### src/rtl/clock_time_set_ctrl_pkg.sv
// Shared definitions for the clock time-setting controller: state encoding and
// default timing parameters.
package clock_time_set_ctrl_pkg;

    // Reference oscillator feeding the refclk strobe generator.
    localparam int unsigned REF_CLK_HZ = 32768;

    // About 2 ms of stable level at the reference rate (32768 / 512 = 64).
    localparam int unsigned DEBOUNCE_TICKS_DEF = REF_CLK_HZ / 512;

    // Slow-rate set increments before switching the strobe generator to fast.
    localparam int unsigned HOLD_STEPS_DEF = 4;

    // Debounce and step counter width.
    localparam int unsigned CNT_W_DEF = 8;

    typedef enum logic [1:0] {
        StRun    = 2'd0,
        StSetHr  = 2'd1,
        StSetMin = 2'd2
    } state_e;

endpackage

### src/rtl/clock_time_set_ctrl_if.sv
// Strobe, button and increment signals between the strobe generator, the
// time-set controller and the time-of-day counters.
interface clock_time_set_ctrl_if;

    logic i_en;
    logic i_refclk_stb;
    logic i_1hz_stb;
    logic i_timeset_stb;
    logic i_btn_hours;
    logic i_btn_minutes;
    logic o_fast_set;
    logic o_inc_sec;
    logic o_inc_min;
    logic o_inc_hour;
    logic o_clr_sec;
    logic o_setting;

    // Environment side: drives strobes and buttons, observes increments.
    modport master (
        output i_en,
        output i_refclk_stb,
        output i_1hz_stb,
        output i_timeset_stb,
        output i_btn_hours,
        output i_btn_minutes,
        input  o_fast_set,
        input  o_inc_sec,
        input  o_inc_min,
        input  o_inc_hour,
        input  o_clr_sec,
        input  o_setting
    );

    // Controller side.
    modport slave (
        input  i_en,
        input  i_refclk_stb,
        input  i_1hz_stb,
        input  i_timeset_stb,
        input  i_btn_hours,
        input  i_btn_minutes,
        output o_fast_set,
        output o_inc_sec,
        output o_inc_min,
        output o_inc_hour,
        output o_clr_sec,
        output o_setting
    );

endinterface

### src/rtl/clock_time_set_ctrl_button_debounce.sv
// Single push-button conditioner: 2-flop synchronizer, refclk-tick debounce
// counter, debounced level and one-cycle press/release pulses.
module clock_time_set_ctrl_button_debounce
    import clock_time_set_ctrl_pkg::*;
#(
    parameter int unsigned DEBOUNCE_TICKS = DEBOUNCE_TICKS_DEF,
    parameter int unsigned CNT_W          = CNT_W_DEF
) (
    input  logic i_clk,
    input  logic i_reset_n,
    input  logic i_en,
    input  logic i_refclk_stb,
    input  logic i_btn,
    output logic o_press,
    output logic o_release
);

    localparam logic [CNT_W-1:0] LastTick = CNT_W'(DEBOUNCE_TICKS - 1);

    logic [1:0]       sync_q;
    logic             synced;
    logic [CNT_W-1:0] cnt_q, cnt_d;
    logic             level_q, level_d;
    logic             level_prev_q;

    assign synced = sync_q[1];

    // Count refclk ticks while the synced level disagrees; accept it on the last tick.
    always_comb begin
        cnt_d   = cnt_q;
        level_d = level_q;
        if (synced == level_q) begin
            cnt_d = '0;
        end else if (i_refclk_stb) begin
            if (cnt_q == LastTick) begin
                level_d = synced;
                cnt_d   = '0;
            end else begin
                cnt_d = cnt_q + 1'b1;
            end
        end
    end

    // Synchronizer, counter and level registers; frozen while disabled.
    always_ff @(posedge i_clk or negedge i_reset_n) begin
        if (!i_reset_n) begin
            sync_q       <= 2'b00;
            cnt_q        <= '0;
            level_q      <= 1'b0;
            level_prev_q <= 1'b0;
        end else if (i_en) begin
            sync_q       <= {sync_q[0], i_btn};
            cnt_q        <= cnt_d;
            level_q      <= level_d;
            level_prev_q <= level_q;
        end
    end

    assign o_press   = level_q & ~level_prev_q;
    assign o_release = ~level_q & level_prev_q;

endmodule

### src/rtl/clock_time_set_ctrl.sv
// Time-set sequencer: debounces the hour/minute buttons and runs the run/set
// mode FSM that issues seconds, minutes and hours increments.
module clock_time_set_ctrl
    import clock_time_set_ctrl_pkg::*;
#(
    parameter int unsigned DEBOUNCE_TICKS = DEBOUNCE_TICKS_DEF,
    parameter int unsigned HOLD_STEPS     = HOLD_STEPS_DEF,
    parameter int unsigned CNT_W          = CNT_W_DEF
) (
    input logic                  i_clk,
    input logic                  i_reset_n,
    clock_time_set_ctrl_if.slave bus
);

    localparam logic [CNT_W-1:0] HoldSteps = CNT_W'(HOLD_STEPS);

    logic hr_press, hr_release;
    logic min_press, min_release;

    state_e           state_q, state_d;
    logic [CNT_W-1:0] step_q, step_d;
    logic             fast_q, fast_d;
    logic             inc_sec_q, inc_sec_d;
    logic             inc_min_q, inc_min_d;
    logic             inc_hour_q, inc_hour_d;
    logic             clr_sec_q, clr_sec_d;

    clock_time_set_ctrl_button_debounce #(
        .DEBOUNCE_TICKS (DEBOUNCE_TICKS),
        .CNT_W          (CNT_W)
    ) u_deb_hours (
        .i_clk        (i_clk),
        .i_reset_n    (i_reset_n),
        .i_en         (bus.i_en),
        .i_refclk_stb (bus.i_refclk_stb),
        .i_btn        (bus.i_btn_hours),
        .o_press      (hr_press),
        .o_release    (hr_release)
    );

    clock_time_set_ctrl_button_debounce #(
        .DEBOUNCE_TICKS (DEBOUNCE_TICKS),
        .CNT_W          (CNT_W)
    ) u_deb_minutes (
        .i_clk        (i_clk),
        .i_reset_n    (i_reset_n),
        .i_en         (bus.i_en),
        .i_refclk_stb (bus.i_refclk_stb),
        .i_btn        (bus.i_btn_minutes),
        .o_press      (min_press),
        .o_release    (min_release)
    );

    // Mode transitions, increment requests and fast-rate step counting.
    always_comb begin
        state_d    = state_q;
        step_d     = step_q;
        fast_d     = fast_q;
        inc_sec_d  = 1'b0;
        inc_min_d  = 1'b0;
        inc_hour_d = 1'b0;
        clr_sec_d  = 1'b0;
        unique case (state_q)
            StRun: begin
                inc_sec_d = bus.i_1hz_stb;
                // Hours takes priority when both presses land together.
                if (hr_press) begin
                    state_d    = StSetHr;
                    inc_hour_d = 1'b1;
                    step_d     = '0;
                    fast_d     = 1'b0;
                end else if (min_press) begin
                    state_d   = StSetMin;
                    inc_min_d = 1'b1;
                    clr_sec_d = 1'b1;
                    step_d    = '0;
                    fast_d    = 1'b0;
                end
            end
            StSetHr: begin
                inc_sec_d = bus.i_1hz_stb;
                if (hr_release) begin
                    // A timeset strobe in the release cycle is dropped.
                    state_d = StRun;
                    step_d  = '0;
                    fast_d  = 1'b0;
                end else begin
                    fast_d = fast_q | (step_q == HoldSteps);
                    if (bus.i_timeset_stb) begin
                        inc_hour_d = 1'b1;
                        if (step_q < HoldSteps) begin
                            step_d = step_q + 1'b1;
                        end
                    end
                end
            end
            StSetMin: begin
                // Seconds stay frozen while minutes are being set.
                if (min_release) begin
                    state_d = StRun;
                    step_d  = '0;
                    fast_d  = 1'b0;
                end else begin
                    fast_d = fast_q | (step_q == HoldSteps);
                    if (bus.i_timeset_stb) begin
                        inc_min_d = 1'b1;
                        if (step_q < HoldSteps) begin
                            step_d = step_q + 1'b1;
                        end
                    end
                end
            end
            default: begin
                state_d = StRun;
                step_d  = '0;
                fast_d  = 1'b0;
            end
        endcase
    end

    // State, step counter and output registers; frozen while disabled.
    always_ff @(posedge i_clk or negedge i_reset_n) begin
        if (!i_reset_n) begin
            state_q    <= StRun;
            step_q     <= '0;
            fast_q     <= 1'b0;
            inc_sec_q  <= 1'b0;
            inc_min_q  <= 1'b0;
            inc_hour_q <= 1'b0;
            clr_sec_q  <= 1'b0;
        end else if (bus.i_en) begin
            state_q    <= state_d;
            step_q     <= step_d;
            fast_q     <= fast_d;
            inc_sec_q  <= inc_sec_d;
            inc_min_q  <= inc_min_d;
            inc_hour_q <= inc_hour_d;
            clr_sec_q  <= clr_sec_d;
        end
    end

    // Strobes are masked while disabled so a held register never repeats a pulse.
    assign bus.o_inc_sec  = inc_sec_q & bus.i_en;
    assign bus.o_inc_min  = inc_min_q & bus.i_en;
    assign bus.o_inc_hour = inc_hour_q & bus.i_en;
    assign bus.o_clr_sec  = clr_sec_q & bus.i_en;
    assign bus.o_fast_set = fast_q;
    assign bus.o_setting  = (state_q != StRun);

endmodule

### src/flat_wrapper.sv
// flat-port wrapper written by rule: the top's interface ports become plain ports
module clock_time_set_ctrl_flat import clock_time_set_ctrl_pkg::*;
#(
    parameter int unsigned DEBOUNCE_TICKS = DEBOUNCE_TICKS_DEF,
    parameter int unsigned HOLD_STEPS     = HOLD_STEPS_DEF,
    parameter int unsigned CNT_W          = CNT_W_DEF
)
  (i_clk, i_reset_n, bus_i_en, bus_i_refclk_stb, bus_i_1hz_stb, bus_i_timeset_stb, bus_i_btn_hours, bus_i_btn_minutes, bus_o_fast_set, bus_o_inc_sec, bus_o_inc_min, bus_o_inc_hour, bus_o_clr_sec, bus_o_setting);
  clock_time_set_ctrl_if bus_i ();
  input logic i_clk;
  input logic i_reset_n;
  input wire logic [$bits(bus_i.i_en)-1:0] bus_i_en;
  input wire logic [$bits(bus_i.i_refclk_stb)-1:0] bus_i_refclk_stb;
  input wire logic [$bits(bus_i.i_1hz_stb)-1:0] bus_i_1hz_stb;
  input wire logic [$bits(bus_i.i_timeset_stb)-1:0] bus_i_timeset_stb;
  input wire logic [$bits(bus_i.i_btn_hours)-1:0] bus_i_btn_hours;
  input wire logic [$bits(bus_i.i_btn_minutes)-1:0] bus_i_btn_minutes;
  output wire logic [$bits(bus_i.o_fast_set)-1:0] bus_o_fast_set;
  output wire logic [$bits(bus_i.o_inc_sec)-1:0] bus_o_inc_sec;
  output wire logic [$bits(bus_i.o_inc_min)-1:0] bus_o_inc_min;
  output wire logic [$bits(bus_i.o_inc_hour)-1:0] bus_o_inc_hour;
  output wire logic [$bits(bus_i.o_clr_sec)-1:0] bus_o_clr_sec;
  output wire logic [$bits(bus_i.o_setting)-1:0] bus_o_setting;
  assign bus_i.i_en = bus_i_en;
  assign bus_i.i_refclk_stb = bus_i_refclk_stb;
  assign bus_i.i_1hz_stb = bus_i_1hz_stb;
  assign bus_i.i_timeset_stb = bus_i_timeset_stb;
  assign bus_i.i_btn_hours = bus_i_btn_hours;
  assign bus_i.i_btn_minutes = bus_i_btn_minutes;
  assign bus_o_fast_set = bus_i.o_fast_set;
  assign bus_o_inc_sec = bus_i.o_inc_sec;
  assign bus_o_inc_min = bus_i.o_inc_min;
  assign bus_o_inc_hour = bus_i.o_inc_hour;
  assign bus_o_clr_sec = bus_i.o_clr_sec;
  assign bus_o_setting = bus_i.o_setting;
  clock_time_set_ctrl #(.DEBOUNCE_TICKS(DEBOUNCE_TICKS), .HOLD_STEPS(HOLD_STEPS), .CNT_W(CNT_W)) u_core (.i_clk(i_clk), .i_reset_n(i_reset_n), .bus(bus_i));
endmodule
### config.mk
export PLATFORM = sky130hd
export DESIGN_NAME = clock_time_set_ctrl_flat
export DESIGN_NICKNAME = d
export VERILOG_FILES = /design/src/rtl/clock_time_set_ctrl_pkg.sv /design/src/rtl/clock_time_set_ctrl_if.sv /design/src/rtl/clock_time_set_ctrl_button_debounce.sv /design/src/rtl/clock_time_set_ctrl.sv /design/src/flat_wrapper.sv
export SDC_FILE = /design/constraint.sdc
export NUM_CORES = 1
export LEC_CHECK = 0
export CAP_MARGIN = 10
export CORE_UTILIZATION = 30
export CTS_BUF_LIST = sky130_fd_sc_hd__clkbuf_4 sky130_fd_sc_hd__clkbuf_8
export DETAILED_ROUTE_END_ITERATION = 10
export GPL_TIMING_DRIVEN = 0
export PLACE_DENSITY = 0.55
export RECOVER_POWER = 100
export SYNTH_ARGS = -nofsm -noshare
export SYNTH_HDL_FRONTEND = slang
export SYNTH_HIERARCHICAL = 1
export SYNTH_SLANG_ARGS = --single-unit
### constraint.sdc
create_clock -name i_clk -period 2.22 [get_ports i_clk]
set_input_delay 0.444 -clock i_clk [delete_from_list [all_inputs] [get_ports i_clk]]
set_output_delay 0.444 -clock i_clk [all_outputs]
set_load 0.05 [all_outputs]
Yosys cells after proc, flatten, opt, wreduce, memory -nomap -nowiden
Cells that the tools add are included.

storage, ports and cells
  bits in registers = 39
  input port bits = 8

operators by class
  add/subtract/negate cells = 3
  $lt $le $gt $ge = 1
  equal/unequal tests = 10
  mux-type cells = 33
  bitwise logic cells = 15
  reduce and logical (&&, ||, !) cells = 11

operators with widths
  kind                   number
  $mux W8                12
  $add A8 B1 Y8 const B  3
  $pmux W8 S3            1
  $eq A8 B6 Y1 const B   2
  $mux W1                12
  $reduce_and A4 Y1      3
  $and A1 B1 Y1          8
  $eq A8 B3 Y1 const B   1
  $lt A8 B3 Y1 const B   1
  $mux W2                4
  $not A1 Y1             6
  $pmux W2 S3            1
  $reduce_and A2 Y1      3
  $reduce_bool A2 Y1     3
  $ne A2 B1 Y1 const B   2
  $pmux W1 S2            2
  $ne A3 B1 Y1 const B   1
  $pmux W1 S3            1
  $eq A1 B1 Y1           2
  $eq A2 B1 Y1 const B   1
  $eq A2 B2 Y1 const B   1
  $logic_not A2 Y1       1
  $reduce_or A2 Y1       1
  $or A1 B1 Y1           1

Depth between registers and ports, before layout
  depth after elaboration = 5
  gate-level depth with buffers = 6
  gate-level depth less buffers = 6

Modules after synthesis
Netlist, hierarchy kept.

modules (own cells, without submodules)
  module                                                      times used  cells an instance  area an instance (µm²)  sequential area each (µm²)
  clock_time_set_ctrl                                         1           75                 760.7                   375.4
  clock_time_set_ctrl_button_debounce (u_core.u_deb_hours)    1           61                 669.4                   300.3
  clock_time_set_ctrl_button_debounce (u_core.u_deb_minutes)  1           59                 668.1                   300.3

Worst setup path before layout
OpenSTA, ideal clock, no wires.

  path type = reg2reg
  start = register u_core.step_q[7]
  end = register u_core.step_q[0]
  library setup time = 125 ps
  arrival = 1666 ps
  required time = 2095 ps
  slack = 429 ps
  stages on the path, launching flop included = 5
  buffers on the path = 0
  cells stage by stage = dfrtp_1 > or3_1 > or4_4 > a31o_1 > mux2_2

between the ends
  cells in the longest elaborated chain, start to end = 5
  elaborated cells on any way between the ends = 6

RTL lines
  item                        line                                                   source
  start: declaration          clock_time_set_ctrl.sv:21                              logic [CNT_W-1:0] step_q, step_d;
  start signal: assignment    clock_time_set_ctrl.sv:133                             step_q <= step_d;
  $lt A8 B3 Y1 (*)            clock_time_set_ctrl.sv:91, clock_time_set_ctrl.sv:107
  $mux W8 (*) (2 in a row)    -
  $mux W8 (on tied branches)  -
  $pmux W8 S3 (*)             -

Every way passes the cells marked *; elsewhere a longest branch is shown, timed or not.
A chain may end at the register's enable or synchronous reset.

Final worst setup path
  start = register u_core.state_q[0]
  end = output port bus_o_setting

between the ends
  cells in the longest elaborated chain, start to end = 1

RTL lines
  item                      line                        source
  start: declaration        clock_time_set_ctrl.sv:20   state_e state_q, state_d;
  start signal: assignment  clock_time_set_ctrl.sv:124  state_q <= StRun;
  start signal: assignment  clock_time_set_ctrl.sv:132  state_q <= state_d;
  $reduce_bool A2 Y1        clock_time_set_ctrl.sv:148  assign bus.o_setting = (state_q != StRun);
  end: declaration          flat_wrapper.sv:23          output wire logic [$bits(bus_i.o_setting)-1:0] bus_o_setting;

No other way between the ends.

==> impl_metrics.csv <==
group,metric,value,unit
synth,synth.avg_cell_area,10.8,sq um
placed_design,dpl.cell_count,289,
critical_path,slowest_delay,520,ps
sta,finalHoldViolCount,0,
critical_path,crit_path_frequent_cell,"inv_1",
floorplan,die_y,85.6,um
power,powerDensity,629,nW/um^2
placed_design,globalplace.congestion,0.758,
floorplan,fp-row-count,30,
synth,synth_area,2100,sq um
critical_path,crit_path_end_kind,"output pin",
critical_path,required,1780,ps
route,viasPerCell,5.02,
final_layout,final_area,2400,sq um
cts,numCtsBuffers,5,
route,antenna_left,0,
route,drc,0,
cts,clk_latency,290,ps
final_layout,final_nets,230,
cts,cts_buffer_depth,2,
placed_design,portBuffers,13,
sta,slew_violations,0,
critical_path,slowest_stage,"dlygate4sd2_1",
synth,ys_async_sr_fraction,100,%
placed_design,hpwl,2830,um
sta,tightest_slew,737,ps
route,wl,3880,um
route,dr.pass1.iters,4,
synth,synth_edf_count,0,
final_layout,area_growth,14.3,%
floorplan,die_area,7330,sq um
critical_path,crit_fanout,6,
sta,final.min_clock_period,2030,ps
sta,holdWs,103,ps
hold_path,hold_path.class,"in -> async",
job,maxCapViolCount,0,
critical_path,timing.critical_path.cells,"inv_1, ha_1, inv_1, dlygate4sd2_1",
cts,clock-sinks,39,
sta,min_period_over_period,91.4,%
outcome,status,"finished, final reports clean",
route,wire_per_inst,13.1,um
cts,htreeDepth,2,
placed_design,place_area,2340,sq um
synth,synth_cell_types,54,
global_route,grt.overflow.total,0,
sta,rsz0062_at_grt,"false",
final_layout,antennaDiodeCount,0,
cts,cts.reportedPaths.clkPinSlew,80,ps
global_route,grt_start_max_net_pins,31,
power,cellLeakagePower,1.10,nW
floorplan,coreArea,6760,sq um
global_route,grt_use_total,12.1,%
floorplan,die_x,85.6,um
global_route,grt_pass1_vias,1464,
synth,yosys_warnings,6,
cts,cts_root_buffer,"clkbuf_8",
critical_path,arrival,1580,ps
sta,slew_headroom,50.9,%
floorplan,start_util,31.1,%
synth,syn_nets,210,
sta,skew,7.31,ps
sta,setup_viol,0,
cts,tritoncts,"built",
power,ir_worst_vdd,0.237,mV
global_route,grt_pass1_wl,6960,um
synth,synthCells,195,
sta,fin_ws,192,ps
placed_design,pre_cts_slack,-901,ps
synth,ys_seq_elements,39,
route,dr_total_vias,1486,
global_route,antenna_found_initial,0,
floorplan,io_pins,14,
critical_path,cp-start-kind,"flop",
synth,synth_ff_type,"dfrtp_1",
final_layout,final-instance-count-excl-fill,296,
synth,synth_seq_area_share,46.5,%
critical_path,critPathKind,"reg -> out",
sta,fmax,493,MHz
route,drtIter0Drc,62,
final_layout,drive_gt1_share,17.1,%
cts,cts.hold.buffers_added,0,
[layout make-up]
cell class	instances	area [sq um]
buffer	5	33.8
clock buffer	5	68.8
clock inverter	3	43.8
fill	697	4360
inverter	9	33.8
multi-input combinational	141	1040
sequential	39	976
tap	80	100
timing repair buffer	14	104
[kinds of logic (layout without fill, tap and decap cells)]
family | Yosys count | after routing | share of synthesized area, %
compound gates | 41 | 41 | 13.6
xor+xnor | 10 | 10 | 4.53
fa+ha+maj | 7 | 7 | 4.17
buf+inv | 15 | 36 | 3.82
flops | 39 | 39 | 46.5
mux | 10 | 10 | 5.55
simple gates | 73 | 73 | 21.8
[stage by stage]
stage	util [%]	total power, mW	setup TNS, ps
after detailed placement	34.7	0.939	-3550
after global routing	35.5	1.59	0
after CTS	36.4	1.55	0
final	35.5	1.51	0
after floorplan	-	0.871	0
after global placement	34.5	0.933	-16370
[power breakdown]
group | leakage (nW) | switching [mW] | internal (mW)
combinational | 0.514 | 0.0910 | 0.0623
clock | 0.0581 | 0.262 | 0.335
sequential | 0.524 | 0.0210 | 0.735
total | 1.10 | 0.374 | 1.13
[timing repair]
action | CTS | global route
resized for setup | 16 | 0
setup endpoints to repair | 5 | 4
gates cloned | 0 | 0
buffers inserted | 0 | 0
[cell usage after synthesis, types with 2 or more instances]
| master | count | area (sq um) |
|---|---|---|
| nand2_1 | 10 | 37.5 |
| buf_2 | 2 | 10.0 |
| o2111ai_1 | 3 | 26.3 |
| inv_1 | 9 | 33.8 |
| o211ai_1 | 5 | 37.5 |
| nand3_1 | 2 | 10.0 |
| and2_1 | 10 | 62.6 |
| nor2_1 | 16 | 60.1 |
| a41oi_1 | 2 | 17.5 |
| o21ai_0 | 10 | 50.1 |
| nand2b_1 | 2 | 12.5 |
| a21o_1 | 2 | 15.0 |
| o31ai_1 | 2 | 15.0 |
| ha_1 | 7 | 87.6 |
| xor2_1 | 8 | 70.1 |
| mux2_2 | 8 | 90.1 |
| and4_2 | 4 | 40.0 |
| a21oi_1 | 5 | 25.0 |
| nand4_1 | 4 | 25.0 |
| o21a_1 | 3 | 22.5 |
| nor3_1 | 3 | 15.0 |
| and3_4 | 2 | 22.5 |
| a31oi_1 | 2 | 12.5 |
| dfrtp_1 | 39 | 976 |
| nor4_1 | 2 | 12.5 |
| nor2b_1 | 5 | 31.3 |
[state kept, by name (all words and copies together) (netlist names)]
name	flops
u_core/step_q	8
u_core/u_deb_hours/cnt_q	8
u_core/u_deb_minutes/cnt_q	8
u_core/state_q	2
u_core/u_deb_hours/sync_q	2
u_core/u_deb_minutes/sync_q	2
u_core/bus.o_fast_set	1
u_core/clr_sec_q	1
u_core/inc_hour_q	1
u_core/inc_min_q	1
u_core/inc_sec_q	1
u_core/u_deb_hours/level_prev_q	1
u_core/u_deb_hours/level_q	1
u_core/u_deb_minutes/level_prev_q	1
u_core/u_deb_minutes/level_q	1
[worst max-delay path, delay by kind of cell (launching register included)]
family / cells / cell delay, ps
fa+ha+maj: 1 / 270
buf+inv: 3 / 660
flops: 1 / 380
[cell usage in the layout, fill, tap and decap left out, types with 7 or more instances in the layout]
cell type and instances:
o21ai_0 10, clkbuf_1 7, ha_1 7, and2_1 8, nand2_1 10, mux2_2 7
nor2_1 16, dfrtp_1 39, inv_1 9, xor2_1 8
[layer usage]
layer  share of wire, %  up-vias  track usage, %
met4                2.0        0            5.45
met5                  0        -               0
met2                 46       17            18.5
met1                 49      718            16.3
li1                   -      744               -
met3                2.9        7            2.98
[final timing paths]
check / from / end / slack [ps] / cells after the start
max: u_core/state_q[0]$_DFFE_PN0P_ / bus_o_setting / 190 / 4
min: i_reset_n / u_core/step_q[1]$_DFFE_PN0P_ / 100 / 1
max reg2reg: u_core/state_q[1]$_DFFE_PN0P_ / u_core/step_q[0]$_DFFE_PN0P_ / 290 / 6
min reg2reg: u_core/bus.o_fast_set$_DFFE_PN0P_ / u_core/bus.o_fast_set$_DFFE_PN0P_ / 490 / 1
max in group asynchronous: i_reset_n / u_core/u_deb_hours/cnt_q[7]$_DFFE_PN0P_ / 1000 / 2
min in group i_clk: u_core/bus.o_fast_set$_DFFE_PN0P_ / u_core/bus.o_fast_set$_DFFE_PN0P_ / 490 / 1
Note: power is estimated with default switching activity, not from simulation.
